### src/rtl/card_decode_pipe.sv
// Card word decoder: splits packed card words into registered fields behind a
// one-deep valid/ready register. Running turn totals need CARD_DECODE_TOTALS_EN.
module card_decode_pipe #(
  parameter int GOLD_W   = 5,
  parameter int BUY_W    = 3,
  parameter int ACTION_W = 3,
  parameter int DRAW_W   = 3,
  parameter int VP_W     = 4,
  parameter int COST_W   = 4,
  parameter int NAME_W   = 8,
  parameter int TOT_W    = 8,
  localparam int CARD_W  = GOLD_W + BUY_W + ACTION_W + DRAW_W + VP_W + COST_W + NAME_W
) (
  input  logic                clk,
  input  logic                rst,
  input  logic                turn_start,
  input  logic                turn_end,
  input  logic                endgame,
  input  logic [CARD_W-1:0]   card_data,
  input  logic                card_valid,
  output logic                card_ready,
  output logic                out_valid,
  input  logic                out_ready,
  output logic [GOLD_W-1:0]   gold,
  output logic [BUY_W-1:0]    buy,
  output logic [ACTION_W-1:0] action,
  output logic [DRAW_W-1:0]   draw,
  output logic [VP_W-1:0]     vp,
  output logic [COST_W-1:0]   cost,
  output logic [NAME_W-1:0]   name,
  output logic [TOT_W-1:0]    total_gold,
  output logic [TOT_W-1:0]    total_buy,
  output logic [TOT_W-1:0]    total_action,
  output logic [TOT_W-1:0]    total_draw,
  output logic [TOT_W-1:0]    total_vp,
  output logic [TOT_W-1:0]    card_count,
  output logic                turn_done,
  output logic                busy
);

  localparam int COST_LSB = NAME_W;
  localparam int VP_LSB   = COST_LSB + COST_W;
  localparam int DRAW_LSB = VP_LSB + VP_W;
  localparam int ACT_LSB  = DRAW_LSB + DRAW_W;
  localparam int BUY_LSB  = ACT_LSB + ACTION_W;
  localparam int GOLD_LSB = BUY_LSB + BUY_W;

  typedef enum logic [1:0] {
    S_IDLE = 2'd0,
    S_TURN = 2'd1,
    S_DONE = 2'd2
  } state_t;

  state_t state_q, state_d;
  logic   ready;
  logic   accept;
  logic   clear_tot;

  logic                out_valid_q, out_valid_d;
  logic [GOLD_W-1:0]   gold_q, gold_d;
  logic [BUY_W-1:0]    buy_q, buy_d;
  logic [ACTION_W-1:0] action_q, action_d;
  logic [DRAW_W-1:0]   draw_q, draw_d;
  logic [VP_W-1:0]     vp_q, vp_d;
  logic [COST_W-1:0]   cost_q, cost_d;
  logic [NAME_W-1:0]   name_q, name_d;

  // Turn control: turn_end outranks turn_start, a restart inside TURN clears totals
  always_comb begin
    state_d   = state_q;
    ready     = 1'b0;
    clear_tot = 1'b0;
    case (state_q)
      S_IDLE: begin
        if (turn_start) begin
          state_d   = S_TURN;
          clear_tot = 1'b1;
        end
      end
      S_TURN: begin
        ready = !out_valid_q || out_ready;
        if (turn_end) begin
          state_d = S_DONE;
        end else if (turn_start) begin
          clear_tot = 1'b1;
        end
      end
      S_DONE: state_d = S_IDLE;
      default: state_d = S_IDLE;
    endcase
  end

  always_ff @(posedge clk or posedge rst) begin
    if (rst) begin
      state_q <= S_IDLE;
    end else begin
      state_q <= state_d;
    end
  end

  assign accept     = card_valid && ready;
  assign card_ready = ready;
  assign busy       = (state_q == S_TURN);
  assign turn_done  = (state_q == S_DONE);

  // Output register: load on accept, otherwise hold until the consumer drains it
  always_comb begin
    out_valid_d = out_valid_q;
    gold_d      = gold_q;
    buy_d       = buy_q;
    action_d    = action_q;
    draw_d      = draw_q;
    vp_d        = vp_q;
    cost_d      = cost_q;
    name_d      = name_q;
    if (accept) begin
      out_valid_d = 1'b1;
      gold_d      = card_data[GOLD_LSB +: GOLD_W];
      buy_d       = card_data[BUY_LSB +: BUY_W];
      action_d    = card_data[ACT_LSB +: ACTION_W];
      draw_d      = card_data[DRAW_LSB +: DRAW_W];
      vp_d        = card_data[VP_LSB +: VP_W];
      cost_d      = card_data[COST_LSB +: COST_W];
      name_d      = card_data[NAME_W-1:0];
    end else if (out_ready) begin
      out_valid_d = 1'b0;
    end
  end

  always_ff @(posedge clk or posedge rst) begin
    if (rst) begin
      out_valid_q <= 1'b0;
      gold_q      <= '0;
      buy_q       <= '0;
      action_q    <= '0;
      draw_q      <= '0;
      vp_q        <= '0;
      cost_q      <= '0;
      name_q      <= '0;
    end else begin
      out_valid_q <= out_valid_d;
      gold_q      <= gold_d;
      buy_q       <= buy_d;
      action_q    <= action_d;
      draw_q      <= draw_d;
      vp_q        <= vp_d;
      cost_q      <= cost_d;
      name_q      <= name_d;
    end
  end

  assign out_valid = out_valid_q;
  assign gold      = gold_q;
  assign buy       = buy_q;
  assign action    = action_q;
  assign draw      = draw_q;
  assign vp        = vp_q;
  assign cost      = cost_q;
  assign name      = name_q;

`ifdef CARD_DECODE_TOTALS_EN
  // Wide enough that gold+vp plus any running total can never wrap before the clamp
  localparam int SUM_W = TOT_W + GOLD_W + VP_W;
  localparam logic [TOT_W-1:0] TOT_MAX = '1;

  function automatic logic [TOT_W-1:0] sat_add(input logic [TOT_W-1:0] acc,
                                                input logic [SUM_W-1:0] inc);
    logic [SUM_W-1:0] sum;
    sum = SUM_W'(acc) + inc;
    if (sum > SUM_W'(TOT_MAX)) begin
      return TOT_MAX;
    end
    return sum[TOT_W-1:0];
  endfunction

  logic [SUM_W-1:0] inc_gold, inc_buy, inc_action, inc_draw, inc_vp;
  logic [TOT_W-1:0] tot_gold_q, tot_gold_d;
  logic [TOT_W-1:0] tot_buy_q, tot_buy_d;
  logic [TOT_W-1:0] tot_action_q, tot_action_d;
  logic [TOT_W-1:0] tot_draw_q, tot_draw_d;
  logic [TOT_W-1:0] tot_vp_q, tot_vp_d;
  logic [TOT_W-1:0] count_q, count_d;

  // Totals step on the same edge as the field register; a restart keeps only this card
  always_comb begin
    inc_buy    = SUM_W'(card_data[BUY_LSB +: BUY_W]);
    inc_action = SUM_W'(card_data[ACT_LSB +: ACTION_W]);
    inc_draw   = SUM_W'(card_data[DRAW_LSB +: DRAW_W]);
    if (endgame) begin
      inc_gold = '0;
      inc_vp   = SUM_W'(card_data[GOLD_LSB +: GOLD_W]) + SUM_W'(card_data[VP_LSB +: VP_W]);
    end else begin
      inc_gold = SUM_W'(card_data[GOLD_LSB +: GOLD_W]);
      inc_vp   = SUM_W'(card_data[VP_LSB +: VP_W]);
    end
    tot_gold_d   = clear_tot ? '0 : tot_gold_q;
    tot_buy_d    = clear_tot ? '0 : tot_buy_q;
    tot_action_d = clear_tot ? '0 : tot_action_q;
    tot_draw_d   = clear_tot ? '0 : tot_draw_q;
    tot_vp_d     = clear_tot ? '0 : tot_vp_q;
    count_d      = clear_tot ? '0 : count_q;
    if (accept) begin
      tot_gold_d   = sat_add(tot_gold_d, inc_gold);
      tot_buy_d    = sat_add(tot_buy_d, inc_buy);
      tot_action_d = sat_add(tot_action_d, inc_action);
      tot_draw_d   = sat_add(tot_draw_d, inc_draw);
      tot_vp_d     = sat_add(tot_vp_d, inc_vp);
      count_d      = sat_add(count_d, SUM_W'(1));
    end
  end

  always_ff @(posedge clk or posedge rst) begin
    if (rst) begin
      tot_gold_q   <= '0;
      tot_buy_q    <= '0;
      tot_action_q <= '0;
      tot_draw_q   <= '0;
      tot_vp_q     <= '0;
      count_q      <= '0;
    end else begin
      tot_gold_q   <= tot_gold_d;
      tot_buy_q    <= tot_buy_d;
      tot_action_q <= tot_action_d;
      tot_draw_q   <= tot_draw_d;
      tot_vp_q     <= tot_vp_d;
      count_q      <= count_d;
    end
  end

  assign total_gold   = tot_gold_q;
  assign total_buy    = tot_buy_q;
  assign total_action = tot_action_q;
  assign total_draw   = tot_draw_q;
  assign total_vp     = tot_vp_q;
  assign card_count   = count_q;
`else
  logic unused_totals_ctl;
  assign unused_totals_ctl = endgame | clear_tot;

  assign total_gold   = '0;
  assign total_buy    = '0;
  assign total_action = '0;
  assign total_draw   = '0;
  assign total_vp     = '0;
  assign card_count   = '0;
`endif

endmodule

### config.mk
export PLATFORM = sky130hd
export DESIGN_NAME = card_decode_pipe
export DESIGN_NICKNAME = d
export VERILOG_FILES = /design/src/rtl/card_decode_pipe.sv
export SDC_FILE = /design/constraint.sdc
export NUM_CORES = 1
export LEC_CHECK = 0
export CAP_MARGIN = 15
export CELL_PAD_IN_SITES_DETAIL_PLACEMENT = 0
export CELL_PAD_IN_SITES_GLOBAL_PLACEMENT = 1
export CORE_UTILIZATION = 27
export CTS_BUF_LIST = sky130_fd_sc_hd__clkbuf_8
export CTS_CLUSTER_SIZE = 8
export DETAILED_ROUTE_END_ITERATION = 6
export GPL_ROUTABILITY_DRIVEN = 0
export PLACE_DENSITY = 0.83
export SLEW_MARGIN = 20
export SYNTH_ARGS = -nofsm -noshare
export SYNTH_HDL_FRONTEND = slang
export SYNTH_SLANG_ARGS = --single-unit
### constraint.sdc
create_clock -name clk -period 1.6 [get_ports clk]
set_input_delay 0.16 -clock clk [delete_from_list [all_inputs] [get_ports clk]]
set_output_delay 0.16 -clock clk [all_outputs]
set_load 0.005 [all_outputs]
==> reports/metrics.sh, run 1 <==
CRIT_FAMILY='buffers and inverters'
LAYOUT-AREA-OVERHEAD-VS-SYNTH_PCT=43.4
SYNTH.TOP_CELL.AREA_SHARE_PCT=47.3
CTS-HTREE-LEVELS=2
SKEW_NS=0.00496
LAYOUT_COMMON_CELLS='67 x clkdlybuf4s50_1, 48 x conb_1, 33 x dfrtp_1, 29 x mux2_4, 6 x clkbuf_8'
WORST-ENDPOINT-ARRIVAL_NS=1.36
GRT_BUSIEST_LAYER='met2'
MAXCLOCKFREQUENCY_MHz=658
ANTENNA_VIOLATING_NETS_POST_ROUTE=0
GLOBAL_ROUTE.OVERFLOW_TOTAL=0
GRT.MET2_USAGE_PCT=17.6
WORSTSETUPPATHTYPE='flip-flop to output port'
POWER_mW=3.49
START_UTIL_PCT=28.7
SYNTH_CELLS=126
DPL.HPWL_UM=2450
CLOCK_SINK_COUNT=33
TIMING.CRITICAL_PATH.SLOWEST_CELL_DELAY_NS=0.51
DIE_H_UM=82.4
INSERTION_DELAY_NS=0.28
MAX_CAP_VIOLATIONS=0
LAYOUT.CELLS.MOST_COMMON='clkdlybuf4s50_1'
PORT_BUFFERS=69
VDD_DROP_MAX_V=0.000630
WL_PER_CELL_UM=11.7
AREA_ENCLOSED_BY_THE_DIE_BOUNDARY_UM2=6790
UNREPAIRED_SETUP_ENDPOINTS_AFTER_GLOBAL_ROUTING='no'
DRCVIOLATIONCOUNT=0
RUN_STATUS='complete, no violations'
VIASPERCELL=3.72
YOSYSWARNINGS=0
NUM-NETS-FINAL=242
WL_UM=3300
TRITONCTS='yes'
GRTUSAGEMET3_PCT=5.05
WORST_HOLD_PATH_TYPE='input port to asynchronous set/reset pin'
YOSYS-TOP-CELLS-AREA='dfrtp_1 47%, mux2_4 25%, buf_4 21%, buf_6 1.9%, nand3_4 1.0%'
CORE_AREA_UM2=6100
VIAS=1046
SYNTH-SEQ-CELLS=33
GRT_FIRST_PASS_WIRELENGTH_UM=5000
CRIT_PATH_CELL_TRACE='buf_4 > nor2b_1 > clkdlybuf4s50_1'
POSTSYNTHAREAPERCELL_UM2=13.9
FINALHOLDVIOLATIONS=0
FINALSETUPVIOLATIONS=0
YOSYS.AREA.TOP_TYPE='dfrtp_1'
TIMING.CRITICAL_PATH.SLOWEST_STAGE_CELL='clkdlybuf4s50_1'
CLKSLEWWORSTSETUPHOLDPATHS_NS=0.07
TIMING.CRITICAL_PATH.BUF_INV=2
GRT_USE_MET1_PCT=10.4
ROOT_BUFFER='clkbuf_8'
FINAL_PERIOD_MINUS_WORST_SETUP_SLACK_NS=1.52
POWERDENSITY_nW_PER_UM2=1390
WORSTSETUPSTARTPOINTTYPE='flip-flop'
DIE_W_UM=82.4
REPORT.FINAL.SLEW_VIOL_COUNT=0
PATH_DEPTH=3
GRT_MAX_DEGREE=34
CRIT_REQUIRED_NS=1.44
FIRST_ITER_VIOLATIONS=9
NUM_IO_PINS=119
CTS_INSERTED_BUFFERS=5
GRT_USE_TOTAL_PCT=10.2
FINAL_LAYOUT_SIZE_SUFFIX_GT1_SHARE_PCT=22.3
YOSYSSEQAREASHARE_PCT=47.3
FIRST_GLOBAL_VIAS=1061
NETLIST-CELL-TYPE-COUNT=15
ANTENNA_CELLS_INSERTED=0
WORST_HOLD_SLACK_NS=0.269
WORST-PATH-MAX-FANOUT=2
LEAKAGE_nW=1.24
FINAL.PERIOD_UTILIZATION_PCT=95.0
SYN-CELL-AREA_UM2=1750
CRITPATHCAPTURETYPE='output port'
NUMBER_OF_ANTENNA_VIOLATIONS_AT_THE_FIRST_CHECK_IN_GLOBAL_ROUTING=0
FINAL.SETUP.TNS_NS=0
FLOORPLAN.ROWS=28
CTS-ROOT-TO-SINK-BUFFERS=2
TIMING.REG2REG.WORST_PATH_DEPTH=5
DRT_PASS1_ITERATIONS=3
per-stage QoR:
step / cell area, µm² / utilization [%] / std cells / setup WS (ns)
2_1_floorplan: 1920 / - / 173 / 0.298
6_report: 2500 / 41.1 / 281 / 0.0797
3_3_place_gp: 2380 / 39.0 / 271 / -0.0200
3_5_place_dp: 2380 / 39.0 / 271 / -0.0641
5_1_grt: 2500 / 41.1 / 281 / 0.0196
4_1_cts: 2500 / 41.1 / 281 / 0.0619
cells in the mapped netlist (all sizes together):
cell    number
nor2b        1
conb         1
and2         2
inv          2
nand2        1
and2b        1
buf         51
dfrtp       33
nor2         1
nand2b       1
mux2i        1
mux2        30
nand3        1
layout make-up:
cell class | count | area, µm²
clock inverters | 2 | 33.8
flip-flops and latches | 33 | 826
well taps | 75 | 93.8
repair buffers | 76 | 766
fillers | 596 | 3590
multi-input cells | 87 | 696
inverters | 2 | 7.51
clock buffers | 6 | 82.6
sequential cells by signal, indices dropped and copies added (netlist names):
name,count
action,3
state_q,2
gold,5
draw,3
buy,3
name,8
out_valid,1
cost,4
vp,4
final timing paths:
kind / startpoint / end / slack, ns
max reg2reg: state_q[0]$_DFFE_PP0P_ / draw[1]$_DFFE_PP0P_ / 0.11
min: rst / gold[2]$_DFFE_PP0P_ / 0.27
min reg2reg: vp[2]$_DFFE_PP0P_ / vp[2]$_DFFE_PP0P_ / 0.51
min in group clk: turn_end / state_q[1]$_DFFE_PP0P_ / 0.46
max: state_q[1]$_DFFE_PP0P_ / turn_done / 0.08
max in group asynchronous: rst / name[4]$_DFFE_PP0P_ / 1.02
cells by family (layout without fill, tap and decap cells):
group,after synthesis,count (layout),synth area share [%]
flip-flops,33,33,47.3
other,1,48,0.215
buffers and inverters,53,86,23.0
AND/OR/NAND/NOR,8,8,3.37
multiplexers,31,31,26.1
where the power goes:
group / internal, mW / total (mW) / switching, mW
clock: 0.501 / 0.803 / 0.301
combinational: 1.02 / 1.37 / 0.352
sequential: 1.14 / 1.31 / 0.173
total: 2.66 / 3.49 / 0.826
metal layers:
layer	share of wire (%)	wire length [µm]
met4	1.4	45
met5	0	0
met2	47	1560
met3	13	435
met1	38	1260
worst register-to-register path: cells and delay by family (launching register included):
kind                   cells  cell delay (ns)
muxes                      1             0.31
buffers and inverters      2             0.33
and+or+nand+nor            2             0.34
DFF                        1             0.40
what timing repair did:
action,in CTS,in global routing
resized for setup,2,0
hold buffers,0,0
setup endpoints to repair,2,0
hold endpoints to repair,0,0
setup buffers,2,0
No activity file was read; power rests on OpenSTA's default activity.
==> run 2: changes to the inputs <==
--- a/config.mk
+++ b/config.mk
@@ -12,8 +12,9 @@
 export CTS_BUF_LIST = sky130_fd_sc_hd__clkbuf_8
 export CTS_CLUSTER_SIZE = 8
 export DETAILED_ROUTE_END_ITERATION = 6
-export GPL_ROUTABILITY_DRIVEN = 0
-export PLACE_DENSITY = 0.83
+export GPL_ROUTABILITY_DRIVEN = 1
+export PLACE_DENSITY_LB_ADDON = 0.1
+export SKIP_CTS_REPAIR_TIMING = 1
 export SLEW_MARGIN = 20
 export SYNTH_ARGS = -nofsm -noshare
 export SYNTH_HDL_FRONTEND = slang
==> run 2 against run 1 <==
Compared with the run above:
- power is 5.3% lower
- highest routed layer unchanged
- die area stayed put
- largest cell class unchanged
- first-iteration DRC count is 140% higher
- critical path depth is 2 higher
- routed wire length is 2.0% higher
- largest power group unchanged
- non-clock buffer count is 2 lower
- clock-buffer cell count is 1 lower
==> reports/metrics.sh, run 2 (synthesized netlist as in run 1, its figures left out) <==
DIE_H_UM=82.4  # unchanged
CTS_INSERTED_BUFFERS=5  # unchanged
MAX_REG_FLOPS=8  # unchanged
FINAL_CORE_UTILIZATION_PCT=40.5  # was 41.1%
CLKSLEWWORSTSETUPHOLDPATHS_NS=0.07  # about the same
CORE_AREA_UM2=6100  # unchanged
GRT_USE_TOTAL_PCT=9.47  # was 10.2%
SEQUENTIAL_STANDARD_CELL_AREA_UM2=826  # unchanged
CRIT_REQUIRED_NS=1.77  # was 1.44 ns
REPORT.FINAL.SLEW_VIOL_COUNT=0  # unchanged
FINAL.SETUP.TNS_NS=0  # unchanged
START_UTIL_PCT=28.7  # unchanged
TIMING.CRITICAL_PATH.SLOWEST_STAGE_CELL='dfrtp_1'  # was clkdlybuf4s50_1
CLOCK_SINK_COUNT=33  # unchanged
CTS-HTREE-LEVELS=2  # unchanged
FINAL_LAYOUT_SIZE_SUFFIX_GT1_SHARE_PCT=22.1  # was 22.3%
ANTENNA_CELLS_INSERTED=0  # unchanged
R2R_SETUP_SLACK_NS=0.09  # was 0.11 ns
FINAL.PERIOD_UTILIZATION_PCT=94.1  # was 95.0%
ANTENNA_VIOLATING_NETS_POST_ROUTE=0  # unchanged
SKEW_NS=0.00501  # was 0.00496 ns
NUMBER_OF_ANTENNA_VIOLATIONS_AT_THE_FIRST_CHECK_IN_GLOBAL_ROUTING=0  # unchanged
FINALHOLDVIOLATIONS=0  # unchanged
DPL.HPWL_UM=2440  # was 2450 µm
NUM_IO_PINS=119  # unchanged
FIRST_ITER_VIOLATIONS=22  # was 9
FINAL_PERIOD_MINUS_WORST_SETUP_SLACK_NS=1.51  # was 1.52 ns
VIAS=1034  # was 1046
WORSTSETUPPATHTYPE='flip-flop to flip-flop'  # was flip-flop to output port
TIMING.CRITICAL_PATH.BUF_INV=2  # unchanged
FINALSETUPVIOLATIONS=0  # unchanged
PLACE_CONGESTION=0.617
RR_STARTPOINT='state_q[0]$_DFFE_PP0P_'  # unchanged
DRCVIOLATIONCOUNT=0  # unchanged
LAYOUT_COMMON_CELLS='67 x clkdlybuf4s50_1, 48 x conb_1, 33 x dfrtp_1, 29 x mux2_4, 5 x clkbuf_8'  # was 67 x clkdlybuf4s50_1, 48 x conb_1, 33 x dfrtp_1, 29 x mux2_4, 6 x clkbuf_8
LEAKAGE_nW=1.23  # was 1.24 nW
WL_UM=3360  # was 3300 µm
WORST-PATH-MAX-FANOUT=12  # was 2
TIMING.REG2REG.WORST_PATH_DEPTH=5  # unchanged
LAYOUT.CELLS.MOST_COMMON='clkdlybuf4s50_1'  # unchanged
CRIT_FAMILY='flip-flops'  # was buffers and inverters
VIASPERCELL=3.71  # was 3.72
TIMING.CRITICAL_PATH.SLOWEST_CELL_DELAY_NS=0.40  # was 0.51 ns
TERMINUS_OF_THE_CRITICAL_FLOP_TO_FLOP_PATH='gold[4]$_DFFE_PP0P_'  # was draw[1]$_DFFE_PP0P_
NUM-NETS-FINAL=240  # was 242
FIRST_GLOBAL_VIAS=939  # was 1061
LAYOUT-AREA-OVERHEAD-VS-SYNTH_PCT=41.3  # was 43.4%
TRITONCTS='yes'  # unchanged
PORT_BUFFERS=69  # unchanged
DRT_PASS1_ITERATIONS=4  # was 3
CRIT_PATH_CELL_TRACE='and2b_2 > buf_4 > nand3_4 > buf_12 > mux2_4'  # was buf_4 > nor2b_1 > clkdlybuf4s50_1
GLOBAL_ROUTE.OVERFLOW_TOTAL=0  # unchanged
GRT_MAX_DEGREE=34  # unchanged
MAXCLOCKFREQUENCY_MHz=664  # was 658 MHz
FLOORPLAN.ROWS=28  # unchanged
CTS-ROOT-TO-SINK-BUFFERS=2  # unchanged
RUN_STATUS='complete, no violations'  # unchanged
UNREPAIRED_SETUP_ENDPOINTS_AFTER_GLOBAL_ROUTING='no'  # unchanged
WORST-ENDPOINT-ARRIVAL_NS=1.68  # was 1.36 ns
INSERTION_DELAY_NS=0.28  # about the same
GRT_FIRST_PASS_WIRELENGTH_UM=4610  # was 5000 µm
DIE_W_UM=82.4  # unchanged
ROOT_BUFFER='clkbuf_8'  # unchanged
MULTI_INPUT_AREA_UM2=696  # unchanged
MAX_CAP_VIOLATIONS=0  # unchanged
WORSTSETUPSTARTPOINTTYPE='flip-flop'  # unchanged
POWERDENSITY_nW_PER_UM2=1340  # was 1390 nW/µm²
WL_PER_CELL_UM=12.1  # was 11.7 µm
VDD_DROP_MAX_V=0.000522  # was 0.000630 V
AREA_ENCLOSED_BY_THE_DIE_BOUNDARY_UM2=6790  # unchanged
WORST_HOLD_PATH_TYPE='input port to asynchronous set/reset pin'  # unchanged
FILLER_CELL_COUNT=581  # was 596
CRITPATHCAPTURETYPE='flip-flop'  # was output port
==> run 2: cell count changes in the layout (fill, tap and decap cells not counted) <==
cell | before | now
dlymetal6s2s_1 | 0 | 2
clkinvlp_4 | 0 | 1
dlygate4sd2_1 | 2 | 0
clkinv_2 | 0 | 2
buf_4 | 5 | 3
bufinv_16 | 1 | 0
inv_1 | 3 | 2
clkbuf_8 | 6 | 5
==> run 2: layer usage <==
layer  share of wire (%)  global-route usage, %  up-vias
met2                  45                   14.9       81
met3                  12                   4.40        3
met5                   0                      0        -
met4                0.86                   2.63        0
met1                  42                   11.6      487
li1                    -                      -      463
==> run 2: area by class of cell <==
type	instances	area share, %
clock buffers	5	2.79
clock inverters	3	0.710
well taps	75	3.80
repair buffers	74	30.7
multi-input cells	87	28.2
flip-flops and latches	33	33.5
inverters	2	0.304
==> run 2: worst min-delay path, stage by stage <==
cell	delay [ns]
clkdlybuf4s50_1	0.39
inv_1	0.05
buf_4	0.37
==> run 2: how the worst max path moves through the flow <==
stage          slack (ns)  depth (start not counted)                    end                   start
2_1_floorplan        0.30                          4  action[0]$_DFFE_PP0P_  state_q[0]$_DFFE_PP0P_
3_3_place_gp       -0.007                          4             card_ready               out_ready
3_5_place_dp        -0.02                          5    gold[4]$_DFFE_PP0P_               out_ready
4_1_cts             -0.14                          3             card_ready  state_q[1]$_DFFE_PP0P_
5_1_grt              0.03                          5    gold[4]$_DFFE_PP0P_  state_q[0]$_DFFE_PP0P_
6_report             0.09                          5    gold[4]$_DFFE_PP0P_  state_q[0]$_DFFE_PP0P_
==> run 2: where the power goes <==
group          internal [mW]  total (mW)  switching [mW]
combinational           1.02        1.38           0.365
sequential              1.14        1.30           0.163
clock                  0.300       0.616           0.316
total                   2.46        3.30           0.844
==> run 2: through the flow <==
stage	setup slack [ns]	std cells	cell area [µm²]	total power [mW]	hold slack [ns]
floorplan	0.298	173	1920	1.98	0.289
global placement	-0.00710	270	2370	2.69	0.420
detailed placement	-0.0232	270	2370	2.71	0.437
CTS	-0.144	278	2450	3.36	0.278
global route	0.0250	279	2470	3.54	0.326
finish	0.0936	279	2470	3.30	0.265
==> RTL edit 1: new RTL, flow settings as in run 2 <==
`BUY_W`: 3 -> 6.
--- a/src/rtl/card_decode_pipe.sv
+++ b/src/rtl/card_decode_pipe.sv
@@ -3,5 +3,5 @@
 module card_decode_pipe #(
   parameter int GOLD_W   = 5,
-  parameter int BUY_W    = 3,
+  parameter int BUY_W    = 6,
   parameter int ACTION_W = 3,
   parameter int DRAW_W   = 3,
Interface: changed (resized buy and card_data); port bits go from 119 to 125. No check against the original RTL was run, so the function may have changed too.
==> RTL edit 1 against run 2 <==
The flow now finishes with violations (DRC). Synthesized area increased by 6.2%. Fmax shrank 1.2%. First-iteration DRC count is 50% higher. Sequential cell count up 3. Power is 6.8% higher. Routed wire length up 9.2%. Setup slack lost 0.018 ns. Final area grew 7.5%. Combinational power up 9%. Critical endpoint is now draw[2]. Largest cell class unchanged. Largest power group unchanged.
==> RTL edit 1: results <==
group,metric,value,unit
synthesis,avgSynthCellArea,14.1,µm²
cells_and_area,inverters,2,
cells_and_area,multi_input_area_share,27.5,%
detailed_routing,dr.first_iter.drc_count,33,
place,post_dp_cell_area,2530,µm²
place,dp_cells,283,
power_and_ir_drop,vdd_drop_max,355,µV
cells_and_area,nClkBuffers,5,
clock_tree,htree_levels,2,
status,violations,"DRC",
place,pre_cts_slack,0.0174,ns
detailed_routing,wl_met2,1790,µm
detailed_routing,wl_met3,322,µm
cells_and_area,drive_above_1_share,22.5,%
power_and_ir_drop,intPower,2.64,mW
synthesis,synthArstFlopShare,100,%
cells_and_area,multi_input_gates,90,
synthesis,synth_ff_type,"dfrtp_1",
synthesis,synth_area_leaders,"dfrtp_1 (49%), mux2_4 (23%), buf_4 (19%)",
timing,skew,0.00383,ns
global_routing,grt_max_degree,37,
synthesis,yosysUniqueCellTypes,15,
worst_setup_path,cp_max_fo,19,
power_and_ir_drop,power_sequential,1.43,mW
power_and_ir_drop,power.share.clock,16.8,%
cells_and_area,fin_nets,258,
clock_tree,cts_buffer_depth,2,
cells_and_area,clock_area_share,2.92,%
synthesis,ys_top_cells_by_count,"buf_4 (48), dfrtp_1 (36), mux2_4 (29), mux2_2 (4), buf_6 (3)",
cells_and_area,regArea,901,µm²
global_routing,antenna_found_initial,0,
cells_and_area,nonClkBufAreaFrac,31.7,%
place,portBuffers,75,
detailed_routing,wl_met1,1530,µm
cells_and_area,area_growth,43.0,%
cells_and_area,fill_cells,615,
detailed_routing,routedWlPerCell,12.5,µm
power_and_ir_drop,p_leak,1.32,nW
global_routing,grt-ovfl-total,0,
synthesis,yosysSeqAreaShare,48.6,%
place,place_congestion,0.705,
cells_and_area,n_all_buffers,83,
detailed_routing,top_layer_used,"met4",
clock_tree,clkLatencyLatePin,0.28,ns
detailed_routing,first_pass_iters,7,
cells_and_area,largest_reg_flops,8,
worst_setup_path,worstPathArrival,1.69,ns
place,dpl.hpwl,2750,µm
global_routing,grt_first_pass_wirelength,5670,µm
detailed_routing,num_vias,1128,
worst_setup_path,crit_slowest_cell,"dfrtp_1",
min_path,hold_path_class,"in2async",
clock_tree,cts_sinks,36,
worst_setup_path,path_delay_family,"flip-flops",
global_routing,grt_usage,10.3,%
status,outcome,"complete, but fails checks",
detailed_routing,drcViolationCount,11,
cells_and_area,final_cells,295,
power_and_ir_drop,clk-power,0.591,mW
## RTL edit 1: layer usage
metal  track usage, %  vias to the layer above
li1                 -                      504
met2             16.4                       74
met4             3.24                        0
met1             12.8                      546
met5                0                        -
met3             3.99                        4
## RTL edit 1: cells by family after synthesis
logic type    count (synthesis)  share of synthesized area, %
simple gates                  8                          3.17
other cells                   1                         0.202
buf+inv                      53                          21.6
flops                        36                          48.6
mux                          34                          26.4
## RTL edit 1: path summary, 6_finish.rpt
path | startpoint | endpoint | slack, ns | cells past startpoint
worst max-delay path | state_q[0] | draw[2] | 0.08 | 5
worst min-delay path | rst | name[5] | 0.29 | 3
worst max register to register | state_q[0] | draw[2] | 0.08 | 5
worst min register to register | cost[3] | cost[3] | 0.50 | 1
max in group asynchronous | rst | cost[3] | 0.98 | 3
min in group clk | turn_end | state_q[1] | 0.48 | 2
==> RTL edit 2: new RTL, config.mk and constraints of run 2 <==
Made on the original files. `vp_q` no longer has a reset.
--- a/src/rtl/card_decode_pipe.sv
+++ b/src/rtl/card_decode_pipe.sv
@@ -135,5 +135,4 @@
       action_q    <= '0;
       draw_q      <= '0;
-      vp_q        <= '0;
       cost_q      <= '0;
       name_q      <= '0;
@@ -144,8 +143,11 @@
       action_q    <= action_d;
       draw_q      <= draw_d;
-      vp_q        <= vp_d;
       cost_q      <= cost_d;
       name_q      <= name_d;
     end
+  end
+
+  always_ff @(posedge clk) begin
+    vp_q <= vp_d;
   end
 
Function: differs if rst is asserted again (counterexample within 4 cycles, from zero or initial values and one cycle with rst high); with rst held inactive, the same outputs for 10 cycles.
==> RTL edit 2 against run 2 <==
Fmax increased by 0.98%. Setup slack improved by 0.015 ns. Core utilization down 0.16 points. Largest power group is now registers. Synthesized area is 4.2% lower. Highest routed layer unchanged. Power fell by 8.0%. Sequential share of layout area grew 1.8 points. Routed wire length fell by 5.7%. Sequential cell count unchanged. Final area down 2.7%.
==> RTL edit 2: results <==
group,metric,value,unit
status,outcome,"finished clean",
detailed_routing,num_vias,981,
clock_tree,cts_buffer_depth,2,
detailed_routing,wl,3170,µm
synthesis,synth_area_leaders,"dfrtp_1 (43%), buf_4 (22%), mux2_4 (16%)",
cells_and_area,fin_nets,237,
synthesis,synth_ff_type,"dfrtp_1",
cells_and_area,fill_cells,581,
detailed_routing,dr.first_iter.drc_count,17,
detailed_routing,first_pass_iters,4,
synthesis,yosysSeqAreaShare,50.6,%
place,dp_cells,266,
synthesis,synthArstFlopShare,87.9,%
worst_setup_path,worstPathArrival,1.65,ns
place,portBuffers,69,
cells_and_area,largest_reg_flops,8,
clock_tree,cts_buffers,5,
global_routing,grt_usage,9.62,%
global_routing,grt_max_degree,30,
synthesis,yosysUniqueCellTypes,16,
synthesis,synth_edf_count,4,
place,post_dp_cell_area,2300,µm²
timing,skew,0.00262,ns
clock_tree,cts_root_buf,"clkbuf_8",
detailed_routing,routed_via_density,3.55,
power_and_ir_drop,p_leak,1.16,nW
synthesis,ys_top_cells_by_count,"buf_4 (48), dfrtp_1 (29), mux2_4 (18), mux2_2 (8), edfxtp_1 (4)",
power_and_ir_drop,p_sw_share,24.6,%
global_routing,grt_pass1_vias,934,
place,place_congestion,0.609,
place,pre_cts_slack,0.0198,ns
global_routing,grt_first_pass_wirelength,4530,µm
synthesis,syn_inst,122,
clock_tree,clkLatencyLatePin,0.27,ns
synthesis,synth_warnings,0,
power_and_ir_drop,vdd_drop_max,480,µV
place,dpl.hpwl,2370,µm
global_routing,antenna_found_initial,0,
min_path,hold_path_class,"in2async",
clock_tree,cts.clk_slew.worst_paths,0.06,ns
timing,hold_viol_final,0,
cells_and_area,drive_above_1_share,19.9,%
worst_setup_path,cp_max_fo,15,
RTL edit 2: changes by cell type in the layout (fill, tap and decap cells not counted):
| cell | before | now |
|---|---|---|
| mux2_4 | 29 | 18 |
| mux2_2 | 1 | 8 |
| dfrtp_1 | 33 | 29 |
| edfxtp_1 | 0 | 4 |
| inv_1 | 2 | 4 |
| clkinvlp_4 | 1 | 0 |
RTL edit 2: final timing paths:
kind / slack, ns / start / to / depth (start not counted)
max: 0.11 / state_q[0] / cost[3] / 5
min in group clk: 0.44 / card_data[15] / vp[3] / 1
max in group asynchronous: 1.08 / rst / cost[0] / 3
min reg2reg: 0.51 / gold[0] / gold[0] / 1
min: 0.26 / rst / cost[3] / 3
max reg2reg: 0.11 / state_q[0] / cost[3] / 5
RTL edit 2: power groups by stage:
stage / Combinational, mW / Sequential (mW) / Clock [mW]
6_report: 1.19 / 1.27 / 0.574
5_1_grt: 1.28 / 1.30 / 0.652
4_1_cts: 1.20 / 1.27 / 0.612
3_5_place_dp: 1.20 / 1.28 / 0
3_3_place_gp: 1.20 / 1.28 / 0
2_1_floorplan: 0.535 / 1.30 / 0
RTL edit 2: critical path: stages (launching register included):
cell and delay [ns]:
dfrtp_1 0.40, and2b_2 0.22, buf_4 0.14, nand3_4 0.10, buf_12 0.17, mux2_2 0.35
RTL edit 2: cells by family (layout without fill, tap and decap cells):
family | count (synthesis) | after routing | share of synthesized area (%)
other | 1 | 48 | 0.224
and+or+nand+nor | 8 | 8 | 3.52
muxes | 27 | 27 | 22.1
DFF | 33 | 33 | 50.6
buffers and inverters | 53 | 85 | 23.6
RTL edit 2: per-layer routing:
metal | wire length [µm] | GRT usage, % | vias to the layer above
met3 | 346 | 3.75 | 4
met4 | 49 | 4.82 | 0
met2 | 1420 | 14.7 | 78
li1 | - | - | 453
met5 | 0 | 0 | -
met1 | 1350 | 11.7 | 446
RTL edit 2: area by class of cell:
class                   count  share of cell area [%]
clock buffers               5                    2.87
clock inverters             3                   0.573
inverters                   3                   0.469
multi-input cells          83                    25.4
flip-flops and latches     33                    35.2
well taps                  75                    3.91
repair buffers             74                    31.6
RTL edit 2: through the flow:
| stage | hold slack, ns | util, % |
|---|---|---|
| floorplan | 0.238 | - |
| global placement | 0.423 | 38.6 |
| detailed placement | 0.442 | 38.6 |
| CTS | 0.258 | 40.0 |
| global route | 0.308 | 40.3 |
| finish | 0.256 | 40.3 |
